### config.mk
export PLATFORM = sky130hd
export DESIGN_NAME = q65_regbus_sequencer_flat
export DESIGN_NICKNAME = d
export VERILOG_FILES = /design/src/rtl/q65_regbus_sequencer_if.sv /design/src/rtl/q65_regbus_sequencer.sv /design/src/flat_wrapper.sv
export SDC_FILE = /design/constraint.sdc
export NUM_CORES = 1
export LEC_CHECK = 0
export ABC_CLOCK_PERIOD_IN_PS = 5100
export BUFFER_PORTS_ARGS = -buffer_cell sky130_fd_sc_hd__buf_4
export CAP_MARGIN = 10
export CORE_MARGIN = 10
export CORE_UTILIZATION = 30
export CTS_BUF_LIST = sky130_fd_sc_hd__clkbuf_8
export DETAILED_ROUTE_END_ITERATION = 10
export GPL_TIMING_DRIVEN = 1
export PLACE_DENSITY = 0.53
export SYNTH_ARGS = -nofsm -noshare
export SYNTH_HDL_FRONTEND = slang
export SYNTH_SLANG_ARGS = --single-unit
### constraint.sdc
create_clock -name clkIn -period 5.1 [get_ports clkIn]
set_input_delay 1.02 -clock clkIn [delete_from_list [all_inputs] [get_ports clkIn]]
set_output_delay 1.02 -clock clkIn [all_outputs]
set_load 0.02 [all_outputs]
### src/rtl/q65_regbus_sequencer_if.sv
// Request and register-strobe bundle between the instruction decoder (master),
// q65_regbus_sequencer (slave) and the register file on the quasi6502 internal bus.
interface q65_regbus_sequencer_if #(
    parameter int NUM_REGS = 8,
    parameter int SRC_W    = 3
);
    logic                reqValid;
    logic                reqReady;
    logic [SRC_W-1:0]    reqSrc;
    logic [NUM_REGS-1:0] reqDst;
    logic [NUM_REGS-1:0] enableOut;
    logic [NUM_REGS-1:0] loadOut;
    logic                busyOut;
    logic                doneOut;
    logic                errorOut;

    modport master (
        output reqValid, reqSrc, reqDst,
        input  reqReady, enableOut, loadOut, busyOut, doneOut, errorOut
    );

    modport slave (
        input  reqValid, reqSrc, reqDst,
        output reqReady, enableOut, loadOut, busyOut, doneOut, errorOut
    );
endinterface

### src/rtl/q65_regbus_sequencer.sv
// Queues register-to-register moves and sequences one-hot bus drive plus load strobes.
// Build option Q65_SEQ_NOHOLD_EN drops the HOLD state (2-cycle transfers, done in LOAD).
module q65_regbus_sequencer #(
    parameter int NUM_REGS   = 8,
    parameter int SRC_W      = 3,
    parameter int FIFO_DEPTH = 4
) (
    input  logic                  clkIn,
    input  logic                  resetIn,
    q65_regbus_sequencer_if.slave bus
);
    localparam int PTR_W   = $clog2(FIFO_DEPTH);
    localparam int CNT_W   = PTR_W + 1;
    localparam int ENTRY_W = SRC_W + NUM_REGS;

    typedef enum logic [1:0] {IDLE, DRIVE, LOAD, HOLD} state_t;

    logic [ENTRY_W-1:0]  fifo_mem [FIFO_DEPTH];
    logic [PTR_W-1:0]    wr_ptr_reg;
    logic [PTR_W-1:0]    rd_ptr_reg;
    logic [CNT_W-1:0]    count_reg;
    logic [CNT_W-1:0]    count_next;
    logic                push;
    logic                pop;
    logic                fifo_empty;
    logic [SRC_W-1:0]    head_src;
    logic [NUM_REGS-1:0] head_dst;
    logic                req_src_legal;

    state_t              state_reg;
    state_t              state_next;
    logic [SRC_W-1:0]    src_reg;
    logic [SRC_W-1:0]    src_next;
    logic [NUM_REGS-1:0] dst_reg;
    logic [NUM_REGS-1:0] dst_next;

    logic [NUM_REGS-1:0] enable_reg;
    logic [NUM_REGS-1:0] enable_next;
    logic [NUM_REGS-1:0] load_reg;
    logic [NUM_REGS-1:0] load_next;
    logic                done_reg;
    logic                done_next;
    logic                busy_reg;
    logic                busy_next;
    logic                ready_reg;
    logic                ready_next;
    logic                error_reg;

    assign push          = bus.reqValid && ready_reg;
    assign fifo_empty    = (count_reg == '0);
    assign head_src      = fifo_mem[rd_ptr_reg][ENTRY_W-1 -: SRC_W];
    assign head_dst      = fifo_mem[rd_ptr_reg][NUM_REGS-1:0];
    assign req_src_legal = (int'(bus.reqSrc) < NUM_REGS);

    always_ff @(posedge clkIn) begin
        if (push) begin
            fifo_mem[wr_ptr_reg] <= {bus.reqSrc, bus.reqDst};
        end
    end

    always_comb begin
        count_next = count_reg;
        if (push && !pop) begin
            count_next = count_reg + 1'b1;
        end else if (!push && pop) begin
            count_next = count_reg - 1'b1;
        end
    end

    always_ff @(posedge clkIn) begin
        if (resetIn) begin
            wr_ptr_reg <= '0;
            rd_ptr_reg <= '0;
            count_reg  <= '0;
        end else begin
            if (push) begin
                wr_ptr_reg <= wr_ptr_reg + 1'b1;
            end
            if (pop) begin
                rd_ptr_reg <= rd_ptr_reg + 1'b1;
            end
            count_reg <= count_next;
        end
    end

    // The transfer's src/dst are latched on pop so the FIFO slot can be refilled mid-transfer.
    always_comb begin
        state_next = state_reg;
        src_next   = src_reg;
        dst_next   = dst_reg;
        pop        = 1'b0;
        case (state_reg)
            IDLE: begin
                if (!fifo_empty) begin
                    pop        = 1'b1;
                    state_next = DRIVE;
                    src_next   = head_src;
                    dst_next   = head_dst;
                end
            end
            DRIVE: begin
                state_next = LOAD;
            end
`ifdef Q65_SEQ_NOHOLD_EN
            LOAD: begin
                if (!fifo_empty) begin
                    pop        = 1'b1;
                    state_next = DRIVE;
                    src_next   = head_src;
                    dst_next   = head_dst;
                end else begin
                    state_next = IDLE;
                end
            end
`else
            LOAD: begin
                state_next = HOLD;
            end
            HOLD: begin
                if (!fifo_empty) begin
                    pop        = 1'b1;
                    state_next = DRIVE;
                    src_next   = head_src;
                    dst_next   = head_dst;
                end else begin
                    state_next = IDLE;
                end
            end
`endif
            default: begin
                state_next = IDLE;
            end
        endcase
    end

    always_ff @(posedge clkIn) begin
        if (resetIn) begin
            state_reg <= IDLE;
            src_reg   <= '0;
            dst_reg   <= '0;
        end else begin
            state_reg <= state_next;
            src_reg   <= src_next;
            dst_reg   <= dst_next;
        end
    end

    // Out-of-range sources match no line, so they drive nothing and the bus floats.
    for (genvar gi = 0; gi < NUM_REGS; gi++) begin : g_enable
        assign enable_next[gi] = (state_next != IDLE) && (src_next == SRC_W'(gi));
    end

    assign load_next  = (state_next == LOAD) ? dst_next : '0;
    assign busy_next  = (state_next != IDLE) || (count_next != '0);
    assign ready_next = (count_next != CNT_W'(FIFO_DEPTH));
`ifdef Q65_SEQ_NOHOLD_EN
    assign done_next  = (state_next == LOAD);
`else
    assign done_next  = (state_next == HOLD);
`endif

    always_ff @(posedge clkIn) begin
        if (resetIn) begin
            enable_reg <= '0;
            load_reg   <= '0;
            done_reg   <= 1'b0;
            busy_reg   <= 1'b0;
            ready_reg  <= 1'b1;
            error_reg  <= 1'b0;
        end else begin
            enable_reg <= enable_next;
            load_reg   <= load_next;
            done_reg   <= done_next;
            busy_reg   <= busy_next;
            ready_reg  <= ready_next;
            if (push && !req_src_legal) begin
                error_reg <= 1'b1;
            end
        end
    end

    assign bus.reqReady  = ready_reg;
    assign bus.enableOut = enable_reg;
    assign bus.loadOut   = load_reg;
    assign bus.doneOut   = done_reg;
    assign bus.busyOut   = busy_reg;
    assign bus.errorOut  = error_reg;
endmodule
### src/flat_wrapper.sv
// flat-port wrapper written by rule: the top's interface ports become plain ports
module q65_regbus_sequencer_flat 
#(
    parameter int NUM_REGS   = 8,
    parameter int SRC_W      = 3,
    parameter int FIFO_DEPTH = 4
)
  (clkIn, resetIn, bus_reqValid, bus_reqSrc, bus_reqDst, bus_reqReady, bus_enableOut, bus_loadOut, bus_busyOut, bus_doneOut, bus_errorOut);
  q65_regbus_sequencer_if #(.NUM_REGS(NUM_REGS), .SRC_W(SRC_W)) bus_i ();
  input  logic clkIn;
  input  logic resetIn;
  input wire logic [$bits(bus_i.reqValid)-1:0] bus_reqValid;
  input wire logic [$bits(bus_i.reqSrc)-1:0] bus_reqSrc;
  input wire logic [$bits(bus_i.reqDst)-1:0] bus_reqDst;
  output wire logic [$bits(bus_i.reqReady)-1:0] bus_reqReady;
  output wire logic [$bits(bus_i.enableOut)-1:0] bus_enableOut;
  output wire logic [$bits(bus_i.loadOut)-1:0] bus_loadOut;
  output wire logic [$bits(bus_i.busyOut)-1:0] bus_busyOut;
  output wire logic [$bits(bus_i.doneOut)-1:0] bus_doneOut;
  output wire logic [$bits(bus_i.errorOut)-1:0] bus_errorOut;
  assign bus_i.reqValid = bus_reqValid;
  assign bus_i.reqSrc = bus_reqSrc;
  assign bus_i.reqDst = bus_reqDst;
  assign bus_reqReady = bus_i.reqReady;
  assign bus_enableOut = bus_i.enableOut;
  assign bus_loadOut = bus_i.loadOut;
  assign bus_busyOut = bus_i.busyOut;
  assign bus_doneOut = bus_i.doneOut;
  assign bus_errorOut = bus_i.errorOut;
  q65_regbus_sequencer #(.NUM_REGS(NUM_REGS), .SRC_W(SRC_W), .FIFO_DEPTH(FIFO_DEPTH)) u_core (.clkIn(clkIn), .resetIn(resetIn), .bus(bus_i));
endmodule
==> results of run 1 <==
==> power by group <==
group	total, mW	internal [mW]	switching, mW
Clock	0.481	0.199	0.282
Combinational	0.619	0.277	0.343
Sequential	0.935	0.858	0.0773
Total	2.04	1.33	0.702
==> cell usage after synthesis (2+ instances only) <==
library cell and instances:
edfxtp_1 44, dfxtp_1 41, nand2_1 22, nor2_1 16, a21oi_1 13, and2_1 11
ha_1 11, mux4_2 11, inv_1 10, nand2b_1 6, nor2b_1 4, xnor2_1 4
and3_1 3, clkbuf_1 3, mux2_2 3, buf_1 2
==> worst max-delay path, cell delays in order, from the launching register on <==
cell and delay [ns]:
dfxtp_1 0.42, inv_1 0.10, ha_1 0.38, nor2_1 0.65
mux2_2 0.46, or2_0 0.25, nor2_1 0.10
==> metrics by stage <==
stage | utilization | instances | cell area (um^2) | hold WS (ns)
after detailed placement | 0.342 | 384 | 3530 | 0.450
after floorplan | - | 224 | 3160 | 0.434
final | 0.362 | 400 | 3730 | 0.461
after CTS | 0.362 | 400 | 3730 | 0.464
after global placement | 0.342 | 384 | 3530 | 0.444
after global routing | 0.362 | 400 | 3730 | 0.485
==> routing by layer <==
layer / up-vias / share of wire
met3: 2 / 0.055
li1: 855 / -
met4: 0 / 0.013
met5: - / 0
met2: 26 / 0.47
met1: 818 / 0.46
==> logic make-up (layout without fill, tap and decap cells) <==
| group | after synthesis | after routing | synth area share |
|---|---|---|---|
| AO/OA/AOI/OAI | 20 | 20 | 0.0387 |
| XOR/XNOR | 5 | 5 | 0.0138 |
| adder cells (fa/ha/maj) | 11 | 11 | 0.0435 |
| buffers and inverters | 18 | 58 | 0.0253 |
| flip-flops | 85 | 85 | 0.677 |
| multiplexers | 15 | 15 | 0.0921 |
| other | 1 | 1 | 0.00119 |
| AND/OR/NAND/NOR | 69 | 69 | 0.108 |
==> cell type report <==
class / count / area, um^2
clock buffer: 9 / 124
clock inverter: 7 / 78.8
fill: 1031 / 6590
inverter: 10 / 37.5
multi-input combinational: 121 / 942
sequential: 85 / 2140
tap: 136 / 170
timing repair buffer: 32 / 240
==> how the worst max path moves through the flow <==
stage	to	slack, ns	cells after the start
global placement	u_core.bus.reqReady	2.57	6
finish	u_core.bus.enableOut[4]	2.70	6
floorplan	u_core.bus.reqReady	2.74	6
CTS	u_core.bus.enableOut[4]	2.68	6
global route	u_core.bus.enableOut[4]	2.49	6
detailed placement	u_core.bus.reqReady	2.53	6
==> out/metrics.cfg, run 1 <==
[yosys]
ys_ff_latch = 85
syn_inst = 224
synthArstFlopShare = 0
netlist_top_cells_area = edfxtp_1, dfxtp_1, mux4_2, ha_1, nand2_1
synthFlopType = edfxtp_1
synth_cell_types = 36
synth_warnings = 0
yosys.area.top_type_share = 0.418
synthesis.area_mm2 = 0.00316
syn_nets = 249
yosysSeqAreaShare = 0.677
syn_area_per_cell_um2 = 14.1
synth_edf_count = 44
synth_top_cell_by_area = edfxtp_1

[drt]
drt-pass1-iter-count = 4
drt-total-wl_mm = 5.49
via_per_inst = 4.25
routedWlPerCell_um = 13.7
drcViolationCount = 0
vias = 1701
ant_nets = 0
drt_iter0_drc = 88

[sta]
slew_headroom = 0.470
fmax_ghz = 0.417
fin_crit_ns = 2.40
tns_ns = 0
clock_skew_ns = 0.0132
report.final.setup_viol = 0
rsz0062_at_grt = no
worst_slew_pin_slew_ns = 0.792
finalMaxSlewViolations = 0
period_share = 0.470
postLayoutSetupSlackWorst_ns = 2.70
hold_viol_final = 0

[global_routing]
grt_pass1_wl_mm = 8.98
use_met3 = 0.0239
top_usage_layer = met2
antenna_found_initial = 0
grt_pass1_vias = 1788
use_met1 = 0.0937
grt_overflow = 0
grtUsageMet2 = 0.120
grt_usage = 0.0775
grt_max_degree = 23

[clock_tree]
clockRootBuffer = clkbuf_8
cts_tree = done
postCtsSetupRepairBufs = 0
clk_latency_ns = 0.35
cts_buffers = 9
htreeDepth = 3
clk_path_buf_depth = 2
clock-sinks = 85
path_clk_slew_ns = 0.10
ctsHoldBuffers = 0
cts_resized = 0

[worst_setup_path]
crit_type = register to register
path_max_fanout = 13
endpoint_kind = register
crit_start = u_core.state_reg[0]
rr_endpoint = u_core.bus.enableOut[4]
cp.required_ns = 5.39
cp-start-kind = register
cp.arrival_ns = 2.69
r2r_start = u_core.state_reg[0]
rr_worst_depth = 6
worst-r2r-setup-slack_ns = 2.70

[pwr]
finalPower_mw = 2.04
p_leak_nw = 1.39
ir_drop_uv = 161
power_density_mw_per_mm2 = 545

[final_layout]
finalNetCount = 284
regMostFlops = u_core.fifo_mem
diodes = 0
layout.cells.most_common_list = edfxtp_1, dfxtp_1, buf_4
drive_gt1_frac = 0.246
final_common_cell = edfxtp_1
area_growth_pct = 18.0
largest_reg_flops = 44

[placement]
gp_congestion = 0.723
pre_cts_ws_ns = 2.53
numPortBuffers = 32
place.detailed.hpwl_mm = 3.80

[die]
coreArea_mm2 = 0.0103
dieArea_mm2 = 0.0151
chipHeight_um = 123
initial_utilization = 0.307
ios = 34
rows = 37
die_w_um = 123

[min_path]
hp-start = u_core.dst_reg[3]
hold_path_depth = 2
hp-class = register to register
holdPathEnd = u_core.dst_reg[3]

[run_status]
outcome = complete, no violations

[job]
cap_violations = 0

No activity file was read; power rests on OpenSTA's default activity.
==> run 2, diff against run 1 <==
Settings changed: ABC_CLOCK_PERIOD_IN_PS 5100 to 2000, PLACE_DENSITY 0.53 to 0.55.
Clock period 5.1 ns to 2 ns, I/O delays scaled along.
==> out/metrics.cfg, run 2 (synthesis gave the netlist of run 1 again) <==
[run_status]
outcome = complete, no violations  ; unchanged

[worst_setup_path]
r2r_start = u_core.state_reg[0]  ; unchanged
rr_endpoint = u_core.bus.reqReady  ; was u_core.bus.enableOut[4]
crit_slowest_cell = or3_4  ; was nor2_1
worst-r2r-setup-slack_ns = 0.09  ; was 2.70 ns
crit_type = register to register  ; unchanged
path_max_fanout = 6  ; was 13
path_buf_inv = 1  ; unchanged
cp.required_ns = 2.24  ; was 5.39 ns
cp.arrival_ns = 2.16  ; was 2.69 ns
max_stage_delay_ns = 0.42  ; was 0.65 ns
crit_chain = inv_1, ha_4, or3_4, mux2i_1, a32o_1, or3b_1  ; was inv_1, ha_1, nor2_1, mux2_2, or2_0, nor2_1
cp-start-kind = register  ; unchanged
cp_top_family = simple AND/OR/NAND/NOR gates  ; unchanged
endpoint_kind = register  ; unchanged
rr_worst_depth = 6  ; unchanged

[die]
initial_utilization = 0.307  ; unchanged
rows = 37  ; unchanged
chipHeight_um = 123  ; unchanged
dieArea_mm2 = 0.0151  ; unchanged
die_w_um = 123  ; unchanged
coreArea_mm2 = 0.0103  ; unchanged
ios = 34  ; unchanged

[clock_tree]
clk_latency_ns = 0.36  ; was 0.35 ns
cts_resized = 0  ; unchanged
ctsHoldBuffers = 0  ; unchanged
htreeDepth = 3  ; unchanged
postCtsSetupRepairBufs = 0  ; unchanged
cts_tree = done  ; unchanged
cts_buffers = 9  ; unchanged
clk_path_buf_depth = 2  ; unchanged
clock-sinks = 85  ; unchanged
clockRootBuffer = clkbuf_8  ; unchanged
path_clk_slew_ns = 0.11  ; was 0.10 ns

[final_layout]
largest_reg_flops = 44  ; unchanged
area_growth_pct = 20.8  ; was 18.0%
drive_gt1_frac = 0.282  ; was 0.246
finalNetCount = 293  ; was 284
layout.cells.most_common_list = edfxtp_1, buf_4, dfxtp_1  ; was edfxtp_1, dfxtp_1, buf_4
final_common_cell = edfxtp_1  ; unchanged
regMostFlops = u_core.fifo_mem  ; unchanged
diodes = 0  ; unchanged
fin_cells = 409  ; was 400

[min_path]
hp-class = input port to register  ; was register to register
holdPathEnd = u_core.fifo_mem[2][5]  ; was u_core.dst_reg[3]
hp-start = bus_reqDst[5]  ; was u_core.dst_reg[3]
hold_path_depth = 1  ; was 2

[global_routing]
grt_pass1_vias = 1805  ; was 1788
grtUsageMet2 = 0.122  ; was 0.120
top_usage_layer = met2  ; unchanged
use_met1 = 0.0930  ; was 0.0937
grt_usage = 0.0798  ; was 0.0775
grt_pass1_wl_mm = 9.14  ; was 8.98 mm
grt_max_degree = 23  ; unchanged
grt_overflow = 0  ; unchanged
antenna_found_initial = 0  ; unchanged
use_met3 = 0.0354  ; was 0.0239

[drt]
drt-total-wl_mm = 5.45  ; was 5.49 mm
via_per_inst = 4.23  ; was 4.25
drt-pass1-iter-count = 4  ; unchanged
drt_iter0_drc = 115  ; was 88
routedWlPerCell_um = 13.3  ; was 13.7 um
ant_nets = 0  ; unchanged
vias = 1729  ; was 1701
drcViolationCount = 0  ; unchanged

[placement]
pre_cts_ws_ns = 0.0674  ; was 2.53 ns
numPortBuffers = 32  ; unchanged
gp_congestion = 0.746  ; was 0.723
dp_cells = 393  ; was 384
place.detailed.hpwl_mm = 3.87  ; was 3.80 mm

[sta]
postLayoutSetupSlackWorst_ns = 0.0865  ; was 2.70 ns
hold_viol_final = 0  ; unchanged
finalMaxSlewViolations = 0  ; unchanged
fin_crit_ns = 1.91  ; was 2.40 ns
report.final.setup_viol = 0  ; unchanged
clock_skew_ns = 0.0166  ; was 0.0132 ns
hold_slack_ns = 0.230  ; was 0.461 ns
period_share = 0.957  ; was 0.470
rsz0062_at_grt = yes  ; was no
fmax_ghz = 0.523  ; was 0.417 GHz

[pwr]
p_leak_nw = 1.44  ; was 1.39 nW
power_density_mw_per_mm2 = 1390  ; was 545 mW/mm^2
ir_drop_uv = 369  ; was 161 uV
finalPower_mw = 5.32  ; was 2.04 mW

[job]
cap_violations = 0  ; unchanged

[run 2: worst register-to-register path, delay by kind of cell (launching register included)]
family,cells,cell delay [ns]
AO/OA/AOI/OAI,1,0.16
adder cells (fa/ha/maj),1,0.27
buffers and inverters,1,0.09
flip-flops,1,0.34
multiplexers,1,0.17
AND/OR/NAND/NOR,2,0.77
[run 2: power breakdown]
group,internal [mW],leakage [nW],total (mW),switching [mW]
clock,0.509,0.105,1.22,0.715
combinational,0.813,0.594,1.77,0.959
sequential,2.19,0.739,2.32,0.134
total,3.51,1.44,5.32,1.81
[run 2: metrics by stage]
stage                     instance area (um^2)  TNS (ns)  utilization
after floorplan                           3180         0            -
after global placement                    3610         0        0.350
after detailed placement                  3610         0        0.350
after CTS                                 3820         0        0.370
after global routing                      3820   -0.0677        0.370
final                                     3820         0        0.370
[run 2: how the worst max path moves through the flow]
| stage | start | endpoint | slack, ns | depth (start not counted) |
|---|---|---|---|---|
| 6_report | u_core.state_reg[0] | u_core.bus.reqReady | 0.09 | 6 |
| 4_1_cts | u_core.state_reg[1] | u_core.bus.reqReady | 0.02 | 6 |
| 5_1_grt | u_core.count_reg[0] | u_core.bus.reqReady | -0.02 | 7 |
| 3_3_place_gp | bus_reqValid | u_core.bus.reqReady | 0.10 | 6 |
| 3_5_place_dp | u_core.state_reg[1] | u_core.bus.reqReady | 0.07 | 6 |
| 2_1_floorplan | u_core.state_reg[0] | u_core.bus.reqReady | 0.07 | 7 |
[run 2: routing by layer]
metal	routed length (um)	vias to the layer above	part of all wire
met3	321	5	0.059
li1	-	871	-
met4	92	0	0.017
met2	2540	33	0.46
met5	0	-	0
met1	2510	820	0.46
[run 2: final cells by class]
class / instances / area (um^2)
Clock buffer: 9 / 124
Clock inverter: 7 / 81.3
Fill cell: 1002 / 6500
Inverter: 10 / 37.5
Multi-Input combinational cell: 121 / 960
Sequential cell: 85 / 2140
Tap cell: 136 / 170
Timing Repair Buffer: 41 / 308
